## config.mk

```make
export PLATFORM = sky130hd
export DESIGN_NAME = fetch_controller
export DESIGN_NICKNAME = d
export VERILOG_FILES = /design/src/rtl/fetch_controller.sv
export SDC_FILE = /design/constraint.sdc
export NUM_CORES = 1
export LEC_CHECK = 0
export CAP_MARGIN = 20
export CORE_MARGIN = 5
export CORE_UTILIZATION = 50
export DETAILED_ROUTE_END_ITERATION = 8
export HOLD_SLACK_MARGIN = 0.06
export PLACE_DENSITY = 0.78
export SLEW_MARGIN = 20
export SYNTH_ARGS = -nofsm -noshare
export SYNTH_HDL_FRONTEND = slang
export SYNTH_SLANG_ARGS = --single-unit
```

## constraint.sdc

```tcl
create_clock -name clk -period 2.85 [get_ports clk]
set_input_delay 0.285 -clock clk [delete_from_list [all_inputs] [get_ports clk]]
set_output_delay 0.285 -clock clk [all_outputs]
set_load 0.05 [all_outputs]
```

## src/rtl/fetch_controller.sv

```systemverilog
// Instruction fetch front end: PC sequencing, one-deep memory pipeline
// and a 2-entry {instr, pc} buffer feeding decode, with branch redirect.
module fetch_controller #(
    parameter logic [31:0] RESET_PC = 32'h0000_0000
) (
    input  logic        clk,
    input  logic        rst,
    output logic        imem_req,
    output logic [31:0] imem_addr,
    input  logic [31:0] imem_rdata,
    input  logic        branch_valid,
    input  logic [31:0] branch_target,
    output logic        dec_valid,
    input  logic        dec_ready,
    output logic [31:0] dec_instr,
    output logic [31:0] dec_pc
);

    localparam logic [1:0] BOOT  = 2'd0;
    localparam logic [1:0] FETCH = 2'd1;
    localparam logic [1:0] STALL = 2'd2;

    localparam logic [31:0] START_PC = {RESET_PC[31:2], 2'b00};

    logic [1:0]  state;
    logic [31:0] pc;
    logic        inflight;
    logic [31:0] inflight_pc;
    logic [1:0]  count;
    logic [31:0] head_instr;
    logic [31:0] head_pc;
    logic [31:0] tail_instr;
    logic [31:0] tail_pc;

    logic        pop;
    logic        push;
    logic        issue;
    logic [1:0]  credit;

    // credit counts slots already promised: buffered plus the one in flight
    assign credit = count + {1'b0, inflight};
    assign pop    = dec_valid & dec_ready & ~branch_valid;
    assign push   = inflight & ~branch_valid;
    assign issue  = (state != BOOT) & ~branch_valid
                  & ((credit - {1'b0, pop}) < 2'd2);

    assign imem_req  = issue;
    assign imem_addr = pc;
    assign dec_valid = (count != 2'd0);
    assign dec_instr = head_instr;
    assign dec_pc    = head_pc;

    always_ff @(posedge clk or negedge rst) begin
        if (!rst) begin
            state       <= BOOT;
            pc          <= START_PC;
            inflight    <= 1'b0;
            inflight_pc <= 32'h0;
            count       <= 2'd0;
            head_instr  <= 32'h0;
            head_pc     <= 32'h0;
            tail_instr  <= 32'h0;
            tail_pc     <= 32'h0;
        end else if (branch_valid) begin
            state    <= FETCH;
            pc       <= {branch_target[31:2], 2'b00};
            inflight <= 1'b0;
            count    <= 2'd0;
        end else begin
            if (state == BOOT)
                state <= FETCH;
            else if (credit == 2'd2 && !pop)
                state <= STALL;
            else
                state <= FETCH;

            inflight <= issue;
            if (issue) begin
                pc          <= pc + 32'd4;
                inflight_pc <= pc;
            end

            count <= count + {1'b0, push} - {1'b0, pop};

            // head is always the oldest entry; tail only used when count=2
            unique case ({push, pop})
                2'b10: begin
                    if (count == 2'd0) begin
                        head_instr <= imem_rdata;
                        head_pc    <= inflight_pc;
                    end else begin
                        tail_instr <= imem_rdata;
                        tail_pc    <= inflight_pc;
                    end
                end
                2'b01: begin
                    head_instr <= tail_instr;
                    head_pc    <= tail_pc;
                end
                2'b11: begin
                    if (count == 2'd1) begin
                        head_instr <= imem_rdata;
                        head_pc    <= inflight_pc;
                    end else begin
                        head_instr <= tail_instr;
                        head_pc    <= tail_pc;
                        tail_instr <= imem_rdata;
                        tail_pc    <= inflight_pc;
                    end
                end
                default: ;
            endcase
        end
    end

endmodule
```

; ---- Word-level counts from Yosys, hierarchy flattened
; Cells that the tools add are included.
[word_totals]
register_bits = 197
inputBits = 68
output_inout_bits = 98
wordCells = 60
[classes]
n_addsub = 5
magnitude_cmp = 1
n_eq_ne = 8
muxes = 19
bitwise = 6
n_reduce_logical = 12
[op_table]
columns = op, count
row1 = $mux W32, 10
row2 = $pmux W32 S3, 2
row3 = $pmux W32 S2, 2
row4 = $add A32 B3 Y32 const B, 1
row5 = $mux W2, 4
row6 = $reduce_bool A2 Y1, 4
row7 = $eq A2 B2 Y1 const B, 3
row8 = $ne A2 B2 Y1 const B, 3
row9 = $and A1 B1 Y1, 5
row10 = $add A2 B1 Y2, 2
row11 = $eq A2 B1 Y1 const B, 2
row12 = $logic_not A2 Y1, 2
row13 = $reduce_and A4 Y1, 1
row14 = $sub A2 B1 Y2, 2
row15 = $reduce_and A3 Y1, 1
row16 = $reduce_bool A3 Y1, 1
row17 = $lt A2 B2 Y1 const B, 1
row18 = $reduce_and A2 Y1, 1
row19 = $logic_and A1 B1 Y1, 1
row20 = $logic_not A1 Y1, 1
row21 = $mux W1, 1
row22 = $not A1 Y1, 1

; ---- Depth between registers and ports, before layout
; Gate-level depths: netlist of the first run.
[logic_depth]
word_depth = 8
depth_mapped = 12
ltp_nobuf = 10

; ---- Worst setup path before layout of the first run
; No wires, ideal clock.
[synth_path]
path_kind = register to register
from = register count[0]
to = register inflight_pc[27]
setup_time_ns = 0.125
t_arrival_ns = 2.601
required_time_ns = 2.725
slack_ns = 0.125
stages_incl_launch_ff = 9
n_path_buf = 2
synth_period_minus_slack_ns = 2.725
path_cell_list = dfrtp_1 ha_1 nor3b_1 a21oi_1 or4_1 buf_2 nor2_1 buf_2 mux2_2
[synth_between]
elab_chain_len = 7
word_cells_on_any_way = 8
cone_classes = add/sub (2) / order compare (1) / bitwise (3) / reduce/logical (2)
[synth_lines]
columns = element, line_no
row1 = start: declaration, 29  ; logic [1:0] count;
row2 = start signal: assignment, 83  ; count <= count + {1'b0, push} - {1'b0, pop};
row3 = $reduce_bool A2 Y1, 49  ; assign dec_valid = (count != 2'd0);
row4 = $and A1 B1 Y1 (2 in series), 42  ; assign pop = dec_valid & dec_ready & ~branch_valid;
row5 = $sub A2 B1 Y2 *, 45  ; & ((credit - {1'b0, pop}) < 2'd2);
row6 = $lt A2 B2 Y1 *, 45
row7 = $and A1 B1 Y1 *, 45
row8 = via imem_req, 8  ; output logic imem_req,
row9 = $reduce_and A2 Y1 (no line) *, -
row10 = end signal: assignment, 80  ; inflight_pc <= pc;
row11 = end: declaration, 28  ; logic [31:0] inflight_pc;
; Mark *: on every way through the listed nets, which the timed path passes. The rest lies on a longest branch.
; A chain may end at the register's enable or synchronous reset.

; ---- Worst setup path in the final report of the first run
[layout_path]
from = register inflight
to = output imem_req
[layout_between]
elab_chain_len = 4
[layout_lines]
columns = element, line_no
row1 = start: declaration, 27  ; logic inflight;
row2 = start signal: assignment, 77  ; inflight <= issue;
row3 = $add A2 B1 Y2, 41  ; assign credit = count + {1'b0, inflight};
row4 = $sub A2 B1 Y2, 45
row5 = $lt A2 B2 Y1, 45
row6 = $and A1 B1 Y1, 45
row7 = end: declaration, 8
; No other way between the ends.

==> results of run 1 <==
-- metrics by stage --
stage / utilization / std cells / hold slack (ns) / worst slack, ns
after floorplan: - / 745 / -0.0106 / 0.125
after global placement: 0.633 / 1106 / 0.376 / 0.125
after detailed placement: 0.633 / 1106 / 0.373 / 0.0528
after CTS: 0.670 / 1139 / 0.402 / 0.0386
after global routing: 0.670 / 1139 / 0.428 / 0.0312
final: 0.670 / 1139 / 0.418 / 0.127
-- cells by family after synthesis --
family / share of synthesized area
flip-flops: 0.570
multiplexers: 0.128
other: 0.000450
XOR/XNOR: 0.00525
AO/OA/AOI/OAI: 0.138
buffers and inverters: 0.0303
adder cells (fa/ha/maj): 0.00900
AND/OR/NAND/NOR: 0.119
-- worst paths after layout --
kind / slack (ns) / depth (start not counted) / from / endpoint
setup / recovery: 0.13 / 7 / inflight / imem_req
hold / removal: 0.42 / 3 / branch_target[6] / imem_addr[6]
setup reg to reg: 0.32 / 7 / inflight / imem_addr[22]
hold reg to reg: 0.48 / 2 / dec_pc[24] / dec_pc[24]
max in group asynchronous: 1.64 / 3 / rst / count[0]
min in group asynchronous: 0.47 / 2 / rst / imem_addr[18]
-- Yosys cell counts, drive strengths merged, types with 4 or more instances --
| cell type | n |
|---|---|
| dfrtp | 190 |
| nand2 | 82 |
| mux2 | 92 |
| or4 | 16 |
| nor4 | 5 |
| a21oi | 5 |
| inv | 7 |
| nand4 | 7 |
| nor2b | 5 |
| o31ai | 9 |
| ha | 6 |
| nand3 | 21 |
| buf | 13 |
| o211ai | 4 |
| o21ai | 82 |
| or3 | 17 |
| clkbuf | 40 |
| nor2 | 34 |
| a31oi | 20 |
| a22oi | 63 |
-- layout make-up --
| cell class | instances | area [um^2] |
|---|---|---|
| Timing Repair Buffer | 195 | 2000 |
| Sequential cell | 190 | 4750 |
| Inverter | 7 | 26.3 |
| Fill cell | 1285 | 5430 |
| Clock buffer | 20 | 457 |
| Multi-Input combinational cell | 495 | 3400 |
| Clock inverter | 12 | 133 |
| Tap cell | 220 | 275 |
-- repair_timing --
| item | CTS | global route |
|---|---|---|
| gates cloned | 0 | 0 |
| setup endpoints to repair | 1 | 1 |
| hold buffers | 1 | 0 |
| gates resized for setup | 1 | 1 |
| setup buffers | 0 | 0 |
| hold endpoints to repair | 76 | 0 |
-- flip-flops by register name, summed over array words and instances, names as in the netlist --
name,flops
dec_instr,32
tail_instr,32
dec_pc,31
imem_addr,30
inflight_pc,30
tail_pc,30
count,2
state,2
inflight,1
-- power by group through the flow --
stage	combinational (W)	clock, W	sequential [W]
floorplan	0.00196	0	0.00604
global placement	0.00519	0	0.00452
detailed placement	0.00531	0	0.00459
CTS	0.00534	0.00241	0.00455
global route	0.00568	0.00251	0.00470
finish	0.00529	0.00235	0.00455
-- worst register-to-register path, stage by stage, from the launching register on --
cell,delay (ns)
dfrtp_1,0.38
ha_1,0.33
nor3b_2,0.25
a21oi_1,0.11
or4_4,0.47
buf_4,0.22
or4b_1,0.53
a31oi_1,0.17
-- layer usage --
layer / wire (um) / GRT usage / vias up
li1: - / - / 3050
met5: 0 / 0 / -
met2: 9800 / 0.340 / 165
met4: 356 / 0.0597 / 0
met3: 926 / 0.0452 / 25
met1: 9040 / 0.294 / 3118
==> metrics, run 1 <==
outcome completed; CTS Buffer Depth 2; slowest CP cell or4_4; Sw Ratio 0.401; Slew headroom 0.554; Final Hold Viols 0; Inserted Clock Buffers 17; GRT Util Overall 0.212; via count 6358; Final Cycle Share 0.955; critical path's most frequent cell buf_12; RSZ-0062 raised after global routing false; max-cap viol count 0; Async SR Flop Fraction 1.00; die width 139 um; DP Area 10400 um^2; Pint roughly 0.0073 W; Vert. Die Dim 139 um; Mapped Cells 744; CP delay by family, top simple AND/OR/NAND/NOR gates; sequential area share after synthesis 0.570; Finish-stage setup viols 0; arrival time worst endpoint roughly 2.4 ns; critical path class flop to output port; Routed Antenna Nets 0; wire per inst 17.7 um; area delta synth->final 32.4%; die area 19400 um^2; Buffers on Ports about 160; antenna cells 0; routability cong. 0.829; worst vdd ir 0.856 mV; syn_area_per_cell around 11 um^2; Final Instance Area 11000 um^2; total gr overflow 0; WP buf/inv 2; most frequent cells in the layout dfrtp_1, clkdlybuf4s50_1, mux2_2, nand2_1, o21ai_0; drt pass-1 iters 5; num ports about 170; largest net degree at the start of global routing 82; final layout net count 980; WP data required between 2 and 3 ns; commonest non-fill, non-tap cell in the layout dfrtp_1; first-pass GRT wire length between 30 and 40 mm; Hold Crit Class input pin to flop; HPWL after DPL about 14 mm; final setup TNS 0 ns; vias per inst 5.58; worst clock skew 0.00987 ns; CP Launch Type flop; Final Max Tran Viols 0; Core Rows 47; worst-path maximum fanout 19; Leak 4.62 nW; CTS root buf clkbuf_16; Clock Latency Late Sink 0.42 ns; Netlist cell types 42; share of cells above drive strength 1 0.186; # DRC 0; top cell type's share of synthesized area 0.570; Clock Pin Slew Worst Setup and Hold Paths 0.07 ns; Total Power 0.0122 W; number of global-route vias before repair 6404; crit path capture type output port; antenna violations before repair 0; H-tree levels 4; core area 16500 um^2; Mapped Area between 8000 and 9000 um^2; Main synth FF type dfrtp_1; Worst path max stage delay between 0.4 and 0.5 ns; initial core utilization 0.506; flop and latch count out of synthesis 190; CTS Sinks 190; post-route minimum period 2.72 ns; Max Freq 367 MHz; slew at the pin closest to its max-slew limit 0.663 ns; Switch Pwr between 0.004 and 0.005 W; total routed wirelength 20.1 mm; TritonCTS clock tree done; Post-synth EDFFs 0; synthesis warning total 0; Cell Chain, Critical Path ha_1 -> nor3b_2 -> a21oi_1 -> or4_4 -> nor2_4 -> buf_12 -> buf_12; cell taking the most area after synthesis dfrtp_1; Flop pwr share 0.373; Clk network pwr share 0.193; top cells by area, synth dfrtp_1, mux2_2, a22oi_1, o21ai_0, nand2_1; Pwr per Cell Area around 1100 nW/um^2; Gate power share 0.434; Initial DRC Count 381
No activity file was read; power rests on OpenSTA's default activity.
==> run 2, diff against run 1 <==
--- a/config.mk
+++ b/config.mk
@@ -7,10 +7,11 @@
 export LEC_CHECK = 0
 export CAP_MARGIN = 20
 export CORE_MARGIN = 5
-export CORE_UTILIZATION = 50
+export CORE_UTILIZATION = 47
+export CTS_CLUSTER_DIAMETER = 50
 export DETAILED_ROUTE_END_ITERATION = 8
 export HOLD_SLACK_MARGIN = 0.06
-export PLACE_DENSITY = 0.78
+export PLACE_DENSITY = 0.77
 export SLEW_MARGIN = 20
 export SYNTH_ARGS = -nofsm -noshare
 export SYNTH_HDL_FRONTEND = slang
==> constraint.sdc (replaced) <==
create_clock -name clk -period 2.2 [get_ports clk]
set_input_delay 0.22 -clock clk [delete_from_list [all_inputs] [get_ports clk]]
set_output_delay 0.22 -clock clk [all_outputs]
set_load 0.05 [all_outputs]
==> run 2 against run 1 <==
The run now ends with negative setup slack left. Power increased by 45%. Sequential power increased by 31%. Register-to-register slack got worse by 0.64 ns. Cell count increased by 7.8%. Sequential share of layout area decreased by 4.6 points. Wire length increased by 17%. Clock power increased by 33%. Worst hold slack got worse by 0.066 ns. First-iteration DRC count increased by 36%. Critical path depth unchanged. Setup slack got worse by 0.47 ns. Global-route usage increased by 1.8 points. Highest routed layer unchanged.
==> metrics, run 2 (synthesis results as in run 1) <==
Hold Crit Class input pin to flop; Clk network pwr share 0.177; num ports 166; worst-path maximum fanout 3; arrival time worst endpoint 2.32 ns; Max Freq 394 MHz; Layout fillers 1209; Final Hold Viols 0; Vert. Die Dim 143 um; Pint approximately 0.011 W; slew at the pin closest to its max-slew limit 0.582 ns; Buffers on Ports approximately 160; share of cells above drive strength 1 0.303; Clock Latency Late Sink 0.43 ns; initial core utilization 0.480; Inserted Clock Buffers 17; Flop pwr share 0.336; CP Launch Type flop; via count between 6000 and 7000; non-filler cells, final about 1200; final layout net count around 1100; most frequent cells in the layout dfrtp_1, clkdlybuf4s50_1, nand2_1, mux2_2, buf_4; # placed instances 1145; HPWL after DPL 14.2 mm; cell count of the worst reg-to-reg path 10; drt pass-1 iters 6; Core Rows 48; Hold Path End imem_addr[13]; crit path capture type output port; Final Cycle Share 1.15; Leak 5.28 nW; antenna cells 0; reg-to-reg endpoint imem_addr[9]; DP Area 10800 um^2; total gr overflow 0; Final Instance Area about 12000 um^2; max-cap viol count 0; Initial DRC Count 520; Gate power share 0.487; Clock Pin Slew Worst Setup and Hold Paths 0.07 ns; critical path class flop to output port; area delta synth->final 48.5%; total routed wirelength 23.6 mm; vias per inst about 5.7; H-tree levels 4; CTS Buffer Depth 2; Slew headroom 0.612; Pwr per Cell Area 1430 nW/um^2; HP Start branch_target[13]; antenna violations before repair 0; flop2flop setup slack -0.32 ns; WP data required 1.98 ns; die area 20500 um^2; number of global-route vias before repair 7010; Sw Ratio 0.397; Core Util, Final 0.714; core area 17400 um^2; post-route minimum period 2.54 ns; worst clock skew around 0.0081 ns; RSZ-0062 raised after global routing true; hold depth 3; routability cong. 0.826; # DRC 0; failing checks negative setup slack; GRT Util Overall 0.230; Finish-stage setup viols around 160; first-pass GRT wire length about 37 mm; Switch Pwr 0.00703 W; CTS root buf clkbuf_16; largest net degree at the start of global routing 69; TritonCTS clock tree done; outcome complete, but fails checks; CTS Sinks 190; Final Max Tran Viols 0; wire per inst between 15 and 20 um; die width 143 um; FF-to-FF Start count[0]; CP startpoint count[0]; commonest non-fill, non-tap cell in the layout dfrtp_1; worst vdd ir 0.840 mV; PnR worst setup slack -0.339 ns; Routed Antenna Nets 0
## run 2: cell types whose count changed in the layout (fill, tap and decap cells not counted), moves of 13 or more
cell and change:
buf_6 +13, o21ai_0 -17, mux2_4 +17, mux2_2 -17
buf_4 +50, o21ai_1 +15
## run 2: worst max-delay path by stage
stage,cells past startpoint,to
3_5_place_dp,7,imem_addr[22]
2_1_floorplan,10,tail_instr[0]
3_3_place_gp,7,imem_addr[22]
5_1_grt,8,imem_addr[22]
6_report,7,imem_req
4_1_cts,7,imem_req
## run 2: layer usage
metal,part of all wire,track usage,routed length [um]
met1,0.42,0.314,9860
met2,0.49,0.376,11600
met3,0.064,0.0409,1520
met4,0.026,0.0735,619
met5,0,0,0
## run 2: through the flow
step | hold slack (ns) | power [W] | TNS (ns) | setup WS (ns)
finish | 0.352 | 0.0177 | -21.05 | -0.339
global route | 0.354 | 0.0186 | -35.37 | -0.373
CTS | 0.340 | 0.0173 | -14.61 | -0.355
detailed placement | 0.277 | 0.0133 | -53.20 | -0.385
global placement | 0.274 | 0.0130 | -46.82 | -0.345
floorplan | -0.0756 | 0.0106 | -21.42 | -0.152
## run 2: cell type report
cell class              count  area (um^2)  share of cell area
clock buffers              17          425              0.0343
clock inverters            15          175              0.0141
inverters                   7         26.3             0.00212
multi-input cells         495         3670               0.297
flip-flops and latches    190         4770               0.385
well taps                 225          282              0.0227
repair buffers            279         3030               0.245
## run 2: power groups by stage
stage               clock, W  combinational (W)  sequential, W
finish               0.00313            0.00862        0.00595
global placement           0            0.00717        0.00588
floorplan                  0            0.00278        0.00785
CTS                  0.00319            0.00821        0.00593
detailed placement         0            0.00732        0.00596
global route         0.00334            0.00916        0.00615
## run 2: what timing repair did
action,4_1_cts,5_1_grt
gates resized for setup,63,24
buffers inserted,32,7
endpoints found under the hold margin,65,0
hold buffers,1,0
setup endpoints to repair,182,185
cloned,10,3
pin swaps,22,22
## run 2: critical path: stages, from the launching register on
cell     delay, ns
dfrtp_2       0.44
ha_4          0.29
nor3b_4       0.05
and3_4        0.17
or4_4         0.56
nor2_4        0.14
buf_12        0.12
buf_12        0.12
